`src/rtl/iob_cache_write_buffer_if.sv`:
```
// Handshake bundle between the cache front-end, the write buffer and the
// back-end memory port.
interface iob_cache_write_buffer_if #(
  parameter int ADDR_W = 32,
  parameter int DATA_W = 32
);
  logic                  push_i;
  logic [ADDR_W-1:0]     push_addr_i;
  logic [DATA_W-1:0]     push_data_i;
  logic [DATA_W/8-1:0]   push_strb_i;
  logic                  mem_valid_o;
  logic [ADDR_W-1:0]     mem_addr_o;
  logic [DATA_W-1:0]     mem_wdata_o;
  logic [DATA_W/8-1:0]   mem_wstrb_o;
  logic                  mem_ready_i;

  // Buffer side
  modport slave (
    input  push_i, push_addr_i, push_data_i, push_strb_i, mem_ready_i,
    output mem_valid_o, mem_addr_o, mem_wdata_o, mem_wstrb_o
  );

  // Front-end / back-end side
  modport master (
    output push_i, push_addr_i, push_data_i, push_strb_i, mem_ready_i,
    input  mem_valid_o, mem_addr_o, mem_wdata_o, mem_wstrb_o
  );
endinterface

```
`src/rtl/iob_cache_write_buffer.sv`:
```
// Circular write buffer between the cache control block and back-end memory.
// Head entry is presented combinationally; a dropped push sets a sticky flag.
module iob_cache_write_buffer #(
  parameter int ADDR_W  = 32,
  parameter int DATA_W  = 32,
  parameter int DEPTH_W = 2
) (
  input  logic                 clk_i,
  input  logic                 reset_i,
  iob_cache_write_buffer_if.slave wb,
  output logic                 full_o,
  output logic                 empty_o,
  output logic [DEPTH_W:0]     level_o,
  output logic                 overflow_o
);
  localparam int              DEPTH   = 1 << DEPTH_W;
  localparam logic [DEPTH_W:0] DEPTH_L = (DEPTH_W+1)'(DEPTH);

  logic [ADDR_W-1:0]   addr_mem [DEPTH];
  logic [DATA_W-1:0]   data_mem [DEPTH];
  logic [DATA_W/8-1:0] strb_mem [DEPTH];

  logic [DEPTH_W-1:0] wr_ptr, rd_ptr;
  logic               push_ok, pop_ok;

  assign full_o  = (level_o == DEPTH_L);
  assign empty_o = (level_o == '0);
  assign push_ok = wb.push_i & ~full_o;
  assign pop_ok  = ~empty_o & wb.mem_ready_i;

  assign wb.mem_valid_o = ~empty_o;
  assign wb.mem_addr_o  = addr_mem[rd_ptr];
  assign wb.mem_wdata_o = data_mem[rd_ptr];
  assign wb.mem_wstrb_o = strb_mem[rd_ptr];

  // Storage is not reset: its contents only matter behind a valid level.
  always_ff @(posedge clk_i) begin
    if (push_ok) begin
      addr_mem[wr_ptr] <= wb.push_addr_i;
      data_mem[wr_ptr] <= wb.push_data_i;
      strb_mem[wr_ptr] <= wb.push_strb_i;
    end
  end

  // Pointers wrap naturally at DEPTH since DEPTH is a power of two.
  always_ff @(posedge clk_i or posedge reset_i) begin
    if (reset_i) begin
      wr_ptr     <= '0;
      rd_ptr     <= '0;
      level_o    <= '0;
      overflow_o <= 1'b0;
    end else begin
      if (push_ok) wr_ptr <= wr_ptr + 1'b1;
      if (pop_ok)  rd_ptr <= rd_ptr + 1'b1;
      case ({push_ok, pop_ok})
        2'b10:   level_o <= level_o + 1'b1;
        2'b01:   level_o <= level_o - 1'b1;
        default: level_o <= level_o;
      endcase
      if (wb.push_i && full_o) overflow_o <= 1'b1;
    end
  end
endmodule

```
`src/flat_wrapper.sv`:
```
// flat-port wrapper written by rule: the top's interface ports become plain ports
module iob_cache_write_buffer_flat 
#(
  parameter int ADDR_W  = 32,
  parameter int DATA_W  = 32,
  parameter int DEPTH_W = 2
)
  (clk_i, reset_i, full_o, empty_o, level_o, overflow_o, wb_push_i, wb_push_addr_i, wb_push_data_i, wb_push_strb_i, wb_mem_ready_i, wb_mem_valid_o, wb_mem_addr_o, wb_mem_wdata_o, wb_mem_wstrb_o);
  iob_cache_write_buffer_if #(.ADDR_W(ADDR_W), .DATA_W(DATA_W)) wb_i ();
  input  logic clk_i;
  input  logic reset_i;
  output logic full_o;
  output logic empty_o;
  output logic [DEPTH_W:0] level_o;
  output logic overflow_o;
  input wire logic [$bits(wb_i.push_i)-1:0] wb_push_i;
  input wire logic [$bits(wb_i.push_addr_i)-1:0] wb_push_addr_i;
  input wire logic [$bits(wb_i.push_data_i)-1:0] wb_push_data_i;
  input wire logic [$bits(wb_i.push_strb_i)-1:0] wb_push_strb_i;
  input wire logic [$bits(wb_i.mem_ready_i)-1:0] wb_mem_ready_i;
  output wire logic [$bits(wb_i.mem_valid_o)-1:0] wb_mem_valid_o;
  output wire logic [$bits(wb_i.mem_addr_o)-1:0] wb_mem_addr_o;
  output wire logic [$bits(wb_i.mem_wdata_o)-1:0] wb_mem_wdata_o;
  output wire logic [$bits(wb_i.mem_wstrb_o)-1:0] wb_mem_wstrb_o;
  assign wb_i.push_i = wb_push_i;
  assign wb_i.push_addr_i = wb_push_addr_i;
  assign wb_i.push_data_i = wb_push_data_i;
  assign wb_i.push_strb_i = wb_push_strb_i;
  assign wb_i.mem_ready_i = wb_mem_ready_i;
  assign wb_mem_valid_o = wb_i.mem_valid_o;
  assign wb_mem_addr_o = wb_i.mem_addr_o;
  assign wb_mem_wdata_o = wb_i.mem_wdata_o;
  assign wb_mem_wstrb_o = wb_i.mem_wstrb_o;
  iob_cache_write_buffer #(.ADDR_W(ADDR_W), .DATA_W(DATA_W), .DEPTH_W(DEPTH_W)) u_core (.clk_i(clk_i), .reset_i(reset_i), .wb(wb_i), .full_o(full_o), .empty_o(empty_o), .level_o(level_o), .overflow_o(overflow_o));
endmodule
```
`config.mk`:
```
export PLATFORM = sky130hd
export DESIGN_NAME = iob_cache_write_buffer_flat
export DESIGN_NICKNAME = d
export VERILOG_FILES = /design/src/rtl/iob_cache_write_buffer_if.sv /design/src/rtl/iob_cache_write_buffer.sv /design/src/flat_wrapper.sv
export SDC_FILE = /design/constraint.sdc
export NUM_CORES = 1
export LEC_CHECK = 0
export BUFFER_PORTS_ARGS = -buffer_cell sky130_fd_sc_hd__clkbuf_2
export CORE_MARGIN = 2
export CORE_UTILIZATION = 60
export CTS_CLUSTER_SIZE = 28
export DETAILED_ROUTE_END_ITERATION = 12
export GPL_ROUTABILITY_DRIVEN = 0
export PLACE_DENSITY = 0.83
export SLEW_MARGIN = 20
export SYNTH_ARGS = -nofsm -noshare
export SYNTH_HDL_FRONTEND = slang
export SYNTH_SLANG_ARGS = --single-unit
```
`constraint.sdc`:
```
create_clock -name clk_i -period 6.85 [get_ports clk_i]
set_input_delay 0.685 -clock clk_i [delete_from_list [all_inputs] [get_ports clk_i]]
set_output_delay 0.685 -clock clk_i [all_outputs]
set_load 0.1 [all_outputs]
```
==> results.txt <==
Worst Skew: 0.01160 ns
drt drc: 0
register area share after synthesis: 0.8075
post-cts resize count: 0
core area: 0.01712 mm^2
R2R setup slack: 4.56 ns
fill cell count: 1,024
Avg Vias per Cell: 5.627
total wire length: 17.01 mm
Synth warnings: 0
share of post-route cells with drive strength above 1: 0.4497
Max Freq: 261.4 MHz
area of the mapped netlist: 0.01036 mm^2
I/O pin total: 147
Final Cell Area: 0.01198 mm^2
vias: 4,507
Fin. Hold Viols: 0
worst path required time: 6.16 ns
GRT overflow: 0
largest net degree at the start of global routing: 70
# rows: 48
reg2reg start: u_core.level_o[2]$_DFFE_PP0P_
critical path class: reg -> out
critical path depth: 3
H-tree Lvls: 1
worst-margin pin slew: 1.039 ns
outcome: finished clean
wire length per cell: 21.23 um
Post-Syn Instances: 397
#FFs+latches synth: 280
Top delay family on crit path: buffers and inverters
setup repair bufs after CTS: 0
final worst path period need: 3.826 ns
Synth cell types: 22
die area: 0.01834 mm^2
first-pass GRT wire length: 25.90 mm
height of the die: 135.4 um
DRT iter0 DRCs: 230
Worst Hold Class: in -> async
remaining antenna violation count: 0
later-pin clock latency in the skew report: 0.52 ns
WP buf/inv: 2
Reg2Reg Depth: 3
Clock Sinks: 280
CTS tree: done
Critical-path top delay cell: dfrtp_4
DPL Wire Length: 9.933 mm
CTS Buffer Depth: 3
CP arrival: 3.14 ns
dominant cell type by area after synthesis: edfxtp_1
vias in the first global route: 4,744
final-stage net count: 635
Worst-path clk slew: 0.06 ns
period utilisation layout: 0.5585
final setup vio count: 0
Worst Setup EP: wb_mem_wdata_o[23]
Setup crit start kind: flop
hold buffers post-CTS: 0
TritonCTS buffer count: 27
Initial Util: 0.6054
R2R Path End: u_core.addr_mem[0][13]$_DFFE_PP_
clk root buf: clkbuf_16
Die X-Extent: 135.4 um
syn nets: 475
max incr delay on CP: 0.83 ns
Worst Setup SP: u_core.rd_ptr[0]$_DFFE_PP0P_
final setup TNS: 0 ns
Slew Viols, Final: 0
Initial DRT Pass Iterations: 4
initial antenna violation count: 1
worst-path cell chain: buf_4 > mux4_2 > clkbuf_2
Max FO, Critical Path: 38
Ant. Diodes: 0
RSZ-0062 raised after global routing: no
Placed Area: 0.01121 mm^2
crit end category: output pin
number of port buffers: 146
gr usage total: 0.1882
synth-to-layout area growth: 15.64%
post-synth top area share: 0.7882
synthesized area per cell: 26.10 um^2
dominant cells by area after synthesis: edfxtp_1 79%, mux4_2 15%, dfrtp_1 1.9%
maxcap violations: 0
Slew HR: 0.3077
-- area by class of cell --
cell class                      count  area, um^2  area share
Inverter                            8       30.03    0.002506
Timing Repair Buffer              147       738.2     0.06161
Multi-Input combinational cell     93        1780      0.1486
Clock inverter                      8       42.54    0.003550
Clock buffer                       40       734.5     0.06129
Sequential cell                   280        8376      0.6990
Tap cell                          225       281.5     0.02349
-- cell families after synthesis --
| group | Yosys count | synth area share |
|---|---|---|
| AOI/OAI and AO/OA | 1 | 0.0007247 |
| adders and majority gates | 6 | 0.007969 |
| and+or+nand+nor | 10 | 0.007243 |
| xor gates and xnor gates | 6 | 0.005072 |
| buffers and inverters | 24 | 0.02161 |
| DFF | 280 | 0.8075 |
| muxes | 70 | 0.1498 |
-- layer usage --
metal / share of wire / up-vias / GRT usage
met5: 0.00094 / - / 0
met4: 0.017 / 2 / 0.04977
met3: 0.078 / 26 / 0.05163
met2: 0.50 / 175 / 0.3080
met1: 0.40 / 2290 / 0.2567
li1: - / 2014 / -
-- cells in the final DEF, fill, tap and decap left out --
cell,synthesis,routed
fa_1,1,1
mux2_2,1,1
nor3b_2,1,1
clkbuf_8,0,1
dfrtp_4,0,2
mux4_2,68,68
clkbuf_16,0,27
clkbuf_2,0,146
nor2_1,1,1
xnor2_1,3,3
nand3_1,1,1
buf_4,1,1
clkbuf_1,0,12
inv_1,8,8
mux2i_1,1,1
nor2b_2,1,1
edfxtp_1,272,272
clkinv_2,0,3
a21o_1,1,1
or3_4,1,1
ha_1,5,5
xor2_1,3,3
dfrtp_1,8,6
and2_4,1,5
clkinvlp_4,0,1
clkinv_1,0,3
inv_6,0,1
-- state kept, by name, summed over array words and instances, names as in the netlist --
register / cells
u_core.addr_mem: 128
u_core.data_mem: 128
u_core.level_o: 3
u_core.overflow_o: 1
u_core.rd_ptr: 2
u_core.strb_mem: 16
u_core.wr_ptr: 2
-- worst min-delay path by stage --
stage                                  startpoint                       endpoint  cells after the start
floorplan                                 reset_i  u_core.level_o[0]$_DFFE_PP0P_                      1
global placement    u_core.overflow_o$_DFFE_PP0P_  u_core.overflow_o$_DFFE_PP0P_                      1
detailed placement  u_core.overflow_o$_DFFE_PP0P_  u_core.overflow_o$_DFFE_PP0P_                      1
CTS                                       reset_i   u_core.wr_ptr[1]$_DFFE_PP0P_                      2
global route                              reset_i   u_core.wr_ptr[1]$_DFFE_PP0P_                      2
finish                                    reset_i   u_core.wr_ptr[1]$_DFFE_PP0P_                      2
-- synth_stat cells --
master,n
ha_1,5
nand3_1,1
xnor2_1,3
nor3b_2,1
buf_12,7
mux2i_1,1
a21o_1,1
buf_2,7
or3_4,1
inv_1,8
and2_4,1
dfrtp_1,8
buf_4,1
edfxtp_1,272
buf_6,1
nor2b_2,1
xor2_1,3
mux2_2,1
mux4_2,68
and2_1,4
nor2_1,1
fa_1,1
-- through the flow --
stage,hold slack [ns],worst slack [ns],util,cells
2_1_floorplan,0.5007,2.754,-,397
3_3_place_gp,0.4381,3.468,0.6547,753
3_5_place_dp,0.4503,3.449,0.6547,753
4_1_cts,0.09022,2.902,0.7001,801
5_1_grt,0.1136,2.773,0.7001,801
6_report,0.09531,3.024,0.7001,801
Power is left out: the tool's default activity adds up to more than one toggle a clock period on the data nets, which glitch-free logic cannot reach.
